<file path="src/rtl/irq_ctrl_if.sv">
// Register-window bus between the 6502 glue logic and the interrupt controller.
// The master drives select, direction, strobe, address and write data; the slave returns read data.
interface irq_ctrl_if;
    logic       cs_n;
    logic       rw;
    logic       strobe;
    logic [3:0] reg_addr;
    logic [7:0] wdata;
    logic [7:0] rdata;

    modport master (output cs_n, rw, strobe, reg_addr, wdata, input rdata);
    modport slave  (input cs_n, rw, strobe, reg_addr, wdata, output rdata);
endinterface

</file>
<file path="src/rtl/irq_ctrl.sv">
// Interrupt controller: synchronised IRQ lines, per-channel level/edge pending latches,
// enable mask, priority vector with auto-acknowledge and a registered active-low IRQB.
module irq_ctrl #(
    parameter int CHANNELS    = 8,
    parameter int SYNC_STAGES = 2
) (
    input  logic                clock,
    input  logic                reset,
    input  logic [CHANNELS-1:0] irq_in_n,
    irq_ctrl_if.slave           bus,
    output logic                irq_n
);

    logic [SYNC_STAGES-1:0][CHANNELS-1:0] sync_q, sync_d;
    logic [CHANNELS-1:0] s_dly_q, s_dly_d;
    logic [CHANNELS-1:0] enable_q, enable_d;
    logic [CHANNELS-1:0] mode_q, mode_d;
    logic [CHANNELS-1:0] pending_q, pending_d;
    logic                irq_n_q, irq_n_d;

    logic [CHANNELS-1:0] s, fall, active, clr, mode_chg;
    logic [15:0]         st16, en16, pd16, md16;
    logic [3:0]          vec_idx;
    logic                vec_valid, wr_en, rd_en, ack;
    logic [7:0]          rdata_c;

    assign s = sync_q[SYNC_STAGES-1];

    always_comb begin
        active    = pending_q & enable_q;
        vec_valid = |active;
        vec_idx   = 4'd0;
        // Scan from the top so the lowest-numbered active channel wins.
        for (int i = CHANNELS - 1; i >= 0; i--) begin
            if (active[i]) vec_idx = 4'(i);
        end

        wr_en = bus.strobe & ~bus.cs_n & ~bus.rw;
        rd_en = ~bus.cs_n & bus.rw;
        ack   = bus.strobe & rd_en & (bus.reg_addr == 4'd8) & vec_valid;

        sync_d[0] = irq_in_n;
        for (int k = 1; k < SYNC_STAGES; k++) sync_d[k] = sync_q[k-1];
        s_dly_d = s;
        fall    = s_dly_q & ~s;

        enable_d = enable_q;
        mode_d   = mode_q;
        clr      = '0;
        for (int i = 0; i < CHANNELS; i++) begin
            if (wr_en && bus.reg_addr[0] == (i >= 8)) begin
                case (bus.reg_addr[3:1])
                    3'd1:    enable_d[i] = bus.wdata[i % 8];
                    3'd2:    clr[i]      = bus.wdata[i % 8];
                    3'd3:    mode_d[i]   = bus.wdata[i % 8];
                    default: ;
                endcase
            end
            if (ack && vec_idx == 4'(i)) clr[i] = 1'b1;
        end

        // A mode change drops the latch; edge channels keep a new edge over any clear.
        mode_chg  = mode_d ^ mode_q;
        pending_d = ~mode_chg & ((~mode_q & ~s) |
                                 (mode_q & (fall | (pending_q & ~clr))));
        irq_n_d   = ~vec_valid;
    end

    always_comb begin
        st16    = 16'(active);
        en16    = 16'(enable_q);
        pd16    = 16'(pending_q);
        md16    = 16'(mode_q);
        rdata_c = 8'h00;
        if (rd_en) begin
            case (bus.reg_addr)
                4'd0:    rdata_c = st16[7:0];
                4'd1:    rdata_c = st16[15:8];
                4'd2:    rdata_c = en16[7:0];
                4'd3:    rdata_c = en16[15:8];
                4'd4:    rdata_c = pd16[7:0];
                4'd5:    rdata_c = pd16[15:8];
                4'd6:    rdata_c = md16[7:0];
                4'd7:    rdata_c = md16[15:8];
                4'd8:    rdata_c = vec_valid ? {1'b1, 3'b000, vec_idx} : 8'h00;
                default: rdata_c = 8'h00;
            endcase
        end
    end

    assign bus.rdata = rdata_c;
    assign irq_n     = irq_n_q;

    always_ff @(posedge clock or posedge reset) begin
        if (reset) begin
            sync_q    <= '1;
            s_dly_q   <= '1;
            enable_q  <= '0;
            mode_q    <= '0;
            pending_q <= '0;
            irq_n_q   <= 1'b1;
        end else begin
            sync_q    <= sync_d;
            s_dly_q   <= s_dly_d;
            enable_q  <= enable_d;
            mode_q    <= mode_d;
            pending_q <= pending_d;
            irq_n_q   <= irq_n_d;
        end
    end

endmodule

</file>
<file path="src/flat_wrapper.sv">
// flat-port wrapper written by rule: the top's interface ports become plain ports
module irq_ctrl_flat 
#(
    parameter int CHANNELS    = 8,
    parameter int SYNC_STAGES = 2
)
  (clock, reset, irq_in_n, irq_n, bus_cs_n, bus_rw, bus_strobe, bus_reg_addr, bus_wdata, bus_rdata);
  irq_ctrl_if bus_i ();
  input  logic clock;
  input  logic reset;
  input  logic [CHANNELS-1:0] irq_in_n;
  output logic irq_n;
  input wire logic [$bits(bus_i.cs_n)-1:0] bus_cs_n;
  input wire logic [$bits(bus_i.rw)-1:0] bus_rw;
  input wire logic [$bits(bus_i.strobe)-1:0] bus_strobe;
  input wire logic [$bits(bus_i.reg_addr)-1:0] bus_reg_addr;
  input wire logic [$bits(bus_i.wdata)-1:0] bus_wdata;
  output wire logic [$bits(bus_i.rdata)-1:0] bus_rdata;
  assign bus_i.cs_n = bus_cs_n;
  assign bus_i.rw = bus_rw;
  assign bus_i.strobe = bus_strobe;
  assign bus_i.reg_addr = bus_reg_addr;
  assign bus_i.wdata = bus_wdata;
  assign bus_rdata = bus_i.rdata;
  irq_ctrl #(.CHANNELS(CHANNELS), .SYNC_STAGES(SYNC_STAGES)) u_core (.clock(clock), .reset(reset), .irq_in_n(irq_in_n), .bus(bus_i), .irq_n(irq_n));
endmodule
</file>
<file path="config.mk">
export PLATFORM = sky130hd
export DESIGN_NAME = irq_ctrl_flat
export DESIGN_NICKNAME = d
export VERILOG_FILES = /design/src/rtl/irq_ctrl_if.sv /design/src/rtl/irq_ctrl.sv /design/src/flat_wrapper.sv
export SDC_FILE = /design/constraint.sdc
export NUM_CORES = 1
export LEC_CHECK = 0
export BUFFER_PORTS_ARGS = -buffer_cell sky130_fd_sc_hd__buf_2
export CAP_MARGIN = 20
export CORE_ASPECT_RATIO = 0.75
export CORE_MARGIN = 2
export CORE_UTILIZATION = 35
export CTS_BUF_LIST = sky130_fd_sc_hd__clkbuf_16
export CTS_CLUSTER_DIAMETER = 100
export DETAILED_ROUTE_END_ITERATION = 10
export MAX_ROUTING_LAYER = met4
export SYNTH_ARGS = -nofsm -noshare
export SYNTH_HDL_FRONTEND = slang
export SYNTH_SLANG_ARGS = --single-unit
</file>
<file path="constraint.sdc">
create_clock -name clock -period 1.34 [get_ports clock]
set_input_delay 0.067 -clock clock [delete_from_list [all_inputs] [get_ports clock]]
set_output_delay 0.067 -clock clock [all_outputs]
set_load 0.02 [all_outputs]
</file>
==> results.tsv, run 1 <==
metric	value	unit
outcome	finished with violations	
violations in the final reports	negative setup slack	
start-to-end type of the worst setup path	reg -> out	
share of layout cells above drive strength 1	0.511	
Synth Net Count	249	
total routed wirelength	6.25	mm
number of cells traversed by the worst hold path	2	
number of remaining DRC errors	0	
Max FO, Critical Path	4	
Clock Root Buffer	clkbuf_16	
TritonCTS clock tree	yes	
starting density of the core	0.362	
Top-Level Pins	34	
die width	97.2	um
non-filler instance count after layout	406	
share of the yosys chip area belonging to registers	0.552	
max cap viols	0	
fmax	575	MHz
area of the core	6290	um2
final count of negative-setup-slack endpoints	12	
number of placed instances with taps included	370	
worst supply voltage drop on vdd	0.541	mV
Reg2Reg Setup Slack	-0.32	ns
layout-stage area growth over the synthesis result	50.9	%
CP required	1.27	ns
maximum cell stage delay along the critical path	0.44	ns
vertical die dimension	73.9	um
cells after synthesis	224	
antenna violations before repair	0	
Port-buffer cells	33	
Warnings, synthesis	0	
Worst Reg2Reg Path Length in Cells	7	
source of the worst hold timing path	bus_wdata[3]	
endpoint type of the worst setup path	primary output	
synth unique cells	47	
maximum number of pins on one net before global-route repair	50	
remaining global-route overflow	0	
Layout Skew	0.00635	ns
final antenna-violating net count	0	
end of the worst hold path	u_core.pending_q[3]	
CP startpoint kind	flop	
unrepaired setup endpoints after global routing	true	
post-layout worst setup margin	-0.398	ns
Reg2Reg Capture Point	u_core.pending_q[5]	
number of clock buffers inserted by TritonCTS	5	
FFs w/ async S/R, synth	1.00	
series of cell instances along the critical path	a22oi_2 -> buf_4 -> nand3_4 -> nor2_4 -> nand3b_1 -> a21oi_2 -> buf_4	
Final Util	0.547	
maximum count of clock buffers along a single path	2	
wire length of the first global-routing pass	10.3	mm
most frequent standard cell in the layout excluding fill and tap cells	buf_4	
slew at the pin closest to its max-slew limit	0.331	ns
average detailed-routed wire length per instance	15.4	um
standard cell with the maximum stage delay on the critical path	dfrtp_1	
CTS sink cnt	49	
number of flops mapped to enable cells by yosys	0	
sum of negative setup slack	-2.68	ns
cell mode on critical path	buf_4	
post-route clock period utilization	1.30	
floorplan row count	25	
headroom to the max-slew limit	0.778	
via count of the first global-routing pass	2055	
# diodes	0	
top_reg_cell synth	dfstp_2	
worst path arrival time	1.67	ns
launch instance of the worst register-to-register path	u_core.enable_q[0]	
half-perimeter wire length after placement	4.14	mm
via-per-instance ratio	5.23	
Worst Path Buf+Inv	2	
cell family with most CP delay	flip-flops	
weighted congestion reported at the end of routability-driven placement	0.912	
number of optimization iterations in the first detailed-route pass	4	
nets	349	
Iteration-0 DRC Markers	134	
latest clock arrival within the worst-skew pair	0.29	ns
min cycle time layout	1.74	ns
post-synthesis sequential element count	49	
Total Die Area	7180	um2
vias after detailed routing	2125	
GRT Resource Usage Total	0.188	
max-slew violation count	0	
pwr dens	1200	nW/um2
commonest cells after routing, fill and taps aside	buf_4 (51), nand2_1 (34), buf_2 (28)	
mean cell area of the mapped netlist	10.2	um2
Post-Synthesis Cell Area	2280	um2
final hold violation count	0	
CTS H-tree lvls	2	
HP Class	in -> reg	
Worst-path clk slew	0.06	ns
leakage power figure	1.54	nW
## where the power goes
part / total (mW) / switching (mW) / internal [mW]
Sequential: 1.77 / 0.123 / 1.65
Clock: 1.45 / 0.567 / 0.884
Combinational: 0.900 / 0.403 / 0.496
## sequential cells by signal, indices dropped and copies added (netlist names)
name              cells
u_core.enable_q       8
u_core.irq_n          1
u_core.mode_q         8
u_core.pending_q      8
u_core.s              8
u_core.s_dly_q        8
u_core.sync_d         8
## area by class of cell
class                   instances  area, um2
well taps                      81        101
clock buffers                   5        125
inverters                      10       37.5
repair buffers                100        773
multi-input cells             158       1100
clock inverters                 3       43.8
flip-flops and latches         49       1260
fillers                       533       2850
## worst max-delay path by stage
stage | slack [ns] | depth (start not counted) | startpoint | to
after floorplan | -0.04 | 5 | bus_reg_addr[1] | bus_rdata[3]
after global placement | -0.18 | 5 | bus_rw | u_core.pending_q[4]
after detailed placement | -0.23 | 5 | bus_rw | u_core.enable_q[6]
after CTS | -0.35 | 7 | u_core.pending_q[0] | bus_rdata[0]
after global routing | -0.48 | 7 | u_core.enable_q[0] | bus_rdata[0]
final | -0.40 | 7 | u_core.enable_q[0] | bus_rdata[0]
## logic make-up after synthesis
group	after synthesis	synth area share
buf+inv	17	0.0340
compound gates	60	0.174
flops	49	0.552
simple gates	91	0.205
mux	7	0.0346
## routing by layer
layer / up-vias / wire, um / GRT usage
li1: 1014 / - / -
met1: 1035 / 3010 / 0.262
met2: 72 / 2800 / 0.283
met3: 4 / 397 / 0.0466
met4: 0 / 41 / 0.0360
met5: - / 0 / -
## cells in the mapped netlist, types with 3 or more instances
master,instances,area (um2)
clkbuf_1,3,11.3
nand2_1,35,131
mux2_2,7,78.8
a21oi_1,16,80.1
o21ai_0,5,25.0
o22ai_1,9,56.3
nor3b_1,3,22.5
a31oi_1,4,25.0
nand3_1,12,60.1
a21o_1,3,22.5
nor2_1,17,63.8
nor3_1,6,30.0
a211oi_1,4,30.0
dfrtp_1,24,601
o221ai_1,5,43.8
inv_1,10,37.5
dfstp_2,25,657
## what timing repair did
item | in CTS | in global routing
pin swaps | 7 | 14
endpoints found under the hold margin | 33 | 0
setup buffers | 7 | 12
gates resized for setup | 24 | 21
setup endpoints to repair | 12 | 14
hold buffers | 10 | 0
## stage by stage
| stage | power, mW | worst slack (ns) | cell area [um2] | hold slack [ns] |
|---|---|---|---|---|
| floorplan | 2.09 | -0.0428 | 2290 | 0.0715 |
| global placement | 2.38 | -0.176 | 2850 | 0.124 |
| detailed placement | 2.40 | -0.229 | 2850 | 0.126 |
| CTS | 3.98 | -0.352 | 3270 | 0.00221 |
| global route | 4.34 | -0.481 | 3440 | 0.0146 |
| finish | 4.12 | -0.398 | 3440 | 0.0101 |
Power figures use the tool's default switching activity.
==> run 2: changes to the inputs <==
--- a/config.mk
+++ b/config.mk
@@ -13,6 +13,7 @@
 export CTS_BUF_LIST = sky130_fd_sc_hd__clkbuf_16
 export CTS_CLUSTER_DIAMETER = 100
 export DETAILED_ROUTE_END_ITERATION = 10
+export GPL_TIMING_DRIVEN = 0
 export MAX_ROUTING_LAYER = met4
 export SYNTH_ARGS = -nofsm -noshare
 export SYNTH_HDL_FRONTEND = slang
==> run 2 against run 1 <==
Net effect: critical path depth decreased by 1; critical endpoint unchanged; global-route usage decreased by 0.96 points; clock skew decreased by 0.0032 ns; maximum frequency increased by 3.5%; the run still ends with negative setup slack left; cell count decreased by 7.9%; largest cell class unchanged; first-iteration DRC count increased by 11%.
==> results.tsv, run 2 (synthesized netlist as in run 1, its figures left out) <==
metric	value	unit	change
Max FO, Critical Path	5		+1
layout-stage area growth over the synthesis result	39.3	%	
antenna violations before repair	0		unchanged
sum of negative setup slack	-2.37	ns	+0.311 ns
Layout Skew	0.00314	ns	-0.00321 ns
HP Class	in -> reg		
standard cell with the maximum stage delay on the critical path	dfrtp_1		
CTS sink cnt	49		unchanged
via count of the first global-routing pass	1890		-8.0%
Routed met2 length	2.43	mm	-13%
number of remaining DRC errors	0		unchanged
weighted congestion reported at the end of routability-driven placement	0.830		-9.0%
endpoint type of the worst setup path	primary output		
number of optimization iterations in the first detailed-route pass	4		unchanged
area of the core	6290	um2	unchanged
floorplan row count	25		unchanged
Clock Root Buffer	clkbuf_16		
post-route clock period utilization	1.25		-0.0441
remaining global-route overflow	0		unchanged
post-layout worst setup margin	-0.339	ns	+0.0590 ns
Final Power	3.68	mW	-11%
final count of negative-setup-slack endpoints	10		-2
maximum cell stage delay along the critical path	0.44	ns	about the same
maximum number of pins on one net before global-route repair	33		-34%
TritonCTS clock tree	yes		
die width	97.2	um	unchanged
final antenna-violating net count	0		unchanged
top routing layer used	met4		
total routed wirelength	5.94	mm	-4.9%
post-route met1 wirelength	3.07	mm	+2.1%
start-to-end type of the worst setup path	reg -> out		
fmax	596	MHz	+3.5%
violations in the final reports	negative setup slack		
most frequent standard cell in the layout excluding fill and tap cells	nand2_1		
CTS H-tree lvls	2		unchanged
Top-Level Pins	34		unchanged
worst path arrival time	1.61	ns	-0.06 ns
Port-buffer cells	32		-3.0%
unrepaired setup endpoints after global routing	true		
max-slew violation count	0		unchanged
Met3 Wirelength	390	um	-1.8%
post-place instance area	2570	um2	-9.6%
Total Die Area	7180	um2	unchanged
headroom to the max-slew limit	0.616		-0.162
# diodes	0		unchanged
share of layout cells above drive strength 1	0.468		-0.0432
series of cell instances along the critical path	a22oi_2 -> nand2b_4 -> nor2_2 -> nand3b_1 -> a21oi_1 -> buf_4		
half-perimeter wire length after placement	3.90	mm	-5.8%
outcome	finished with violations		
commonest cells after routing, fill and taps aside	nand2_1 (33), buf_2 (25), dfstp_2 (25)		
min cycle time layout	1.68	ns	-0.0590 ns
max cap viols	0		unchanged
worst supply voltage drop on vdd	0.608	mV	+12%
latest clock arrival within the worst-skew pair	0.29	ns	about the same
CP startpoint kind	flop		
final hold violation count	0		unchanged
cell area after layout	3170	um2	-7.6%
Worst-path clk slew	0.06	ns	about the same
slew at the pin closest to its max-slew limit	0.571	ns	+0.240 ns
starting density of the core	0.362		unchanged
leakage power figure	1.36	nW	-12%
Filler Cells Inserted	586		+9.9%
maximum count of clock buffers along a single path	2		unchanged
Iteration-0 DRC Markers	149		+11%
number of clock buffers inserted by TritonCTS	5		unchanged
via-per-instance ratio	5.32		+1.6%
vertical die dimension	73.9	um	unchanged
CP required	1.27	ns	about the same
nets	317		-9.2%
wire length of the first global-routing pass	9.63	mm	-6.7%
vias after detailed routing	1989		-6.4%
pwr dens	1160	nW/um2	-3.4%
average detailed-routed wire length per instance	15.9	um	+3.2%
worst setup slack before clock tree synthesis	-0.482	ns	-0.254 ns
GRT Resource Usage Total	0.179		-0.00958
run 2: cell type report:
cell class	instances	area [um2]	area share
Tap cell	81	101	0.0319
Buffer	7	51.3	0.0162
Clock inverter	3	15.0	0.00473
Multi-Input combinational cell	158	1130	0.355
Inverter	10	37.5	0.0118
Sequential cell	49	1260	0.397
Clock buffer	5	125	0.0394
Timing Repair Buffer	61	455	0.143
run 2: report_power, final:
part / total [mW] / internal, mW / switching [mW]
logic: 0.693 / 0.350 / 0.343
registers: 1.79 / 1.65 / 0.141
clock network: 1.19 / 0.678 / 0.517
total: 3.68 / 2.68 / 1.00
run 2: worst max-delay path: cells and delay by family (launching register included):
| family | cells | cell delay [ns] |
|---|---|---|
| flops | 1 | 0.44 |
| compound gates | 2 | 0.37 |
| simple gates | 3 | 0.36 |
| buf+inv | 1 | 0.16 |
run 2: metal layers:
| layer | vias up | GRT usage |
|---|---|---|
| met5 | - | - |
| met4 | 0 | 0.0469 |
| met3 | 6 | 0.0343 |
| met2 | 61 | 0.252 |
| met1 | 971 | 0.264 |
| li1 | 951 | - |
run 2: worst paths after layout:
check	startpoint	end	slack, ns	cells after the start
max	u_core.enable_q[5]	bus_rdata[0]	-0.34	6
min	bus_wdata[1]	u_core.pending_q[1]	0.002	2
max reg2reg	u_core.enable_q[0]	u_core.pending_q[5]	-0.31	6
min reg2reg	u_core.sync_d[14]	u_core.s[6]	0.35	0
max in group asynchronous	reset	u_core.s[7]	0.45	4
min in group asynchronous	reset	u_core.mode_q[3]	0.31	3
run 2: what timing repair did:
item	CTS	global route
endpoints found under the hold margin	16	0
setup endpoints to repair	21	30
setup buffers	15	3
hold buffers	10	0
pin swaps	14	14
resized for setup	27	30
run 2: per-stage QoR:
step / cells / hold WS [ns] / util
5_1_grt: 374 / 0.0119 / 0.505
6_report: 374 / 0.00215 / 0.505
2_1_floorplan: 224 / 0.0715 / -
3_5_place_dp: 338 / 0.0748 / 0.409
3_3_place_gp: 337 / 0.172 / 0.406
4_1_cts: 371 / 0.000450 / 0.483
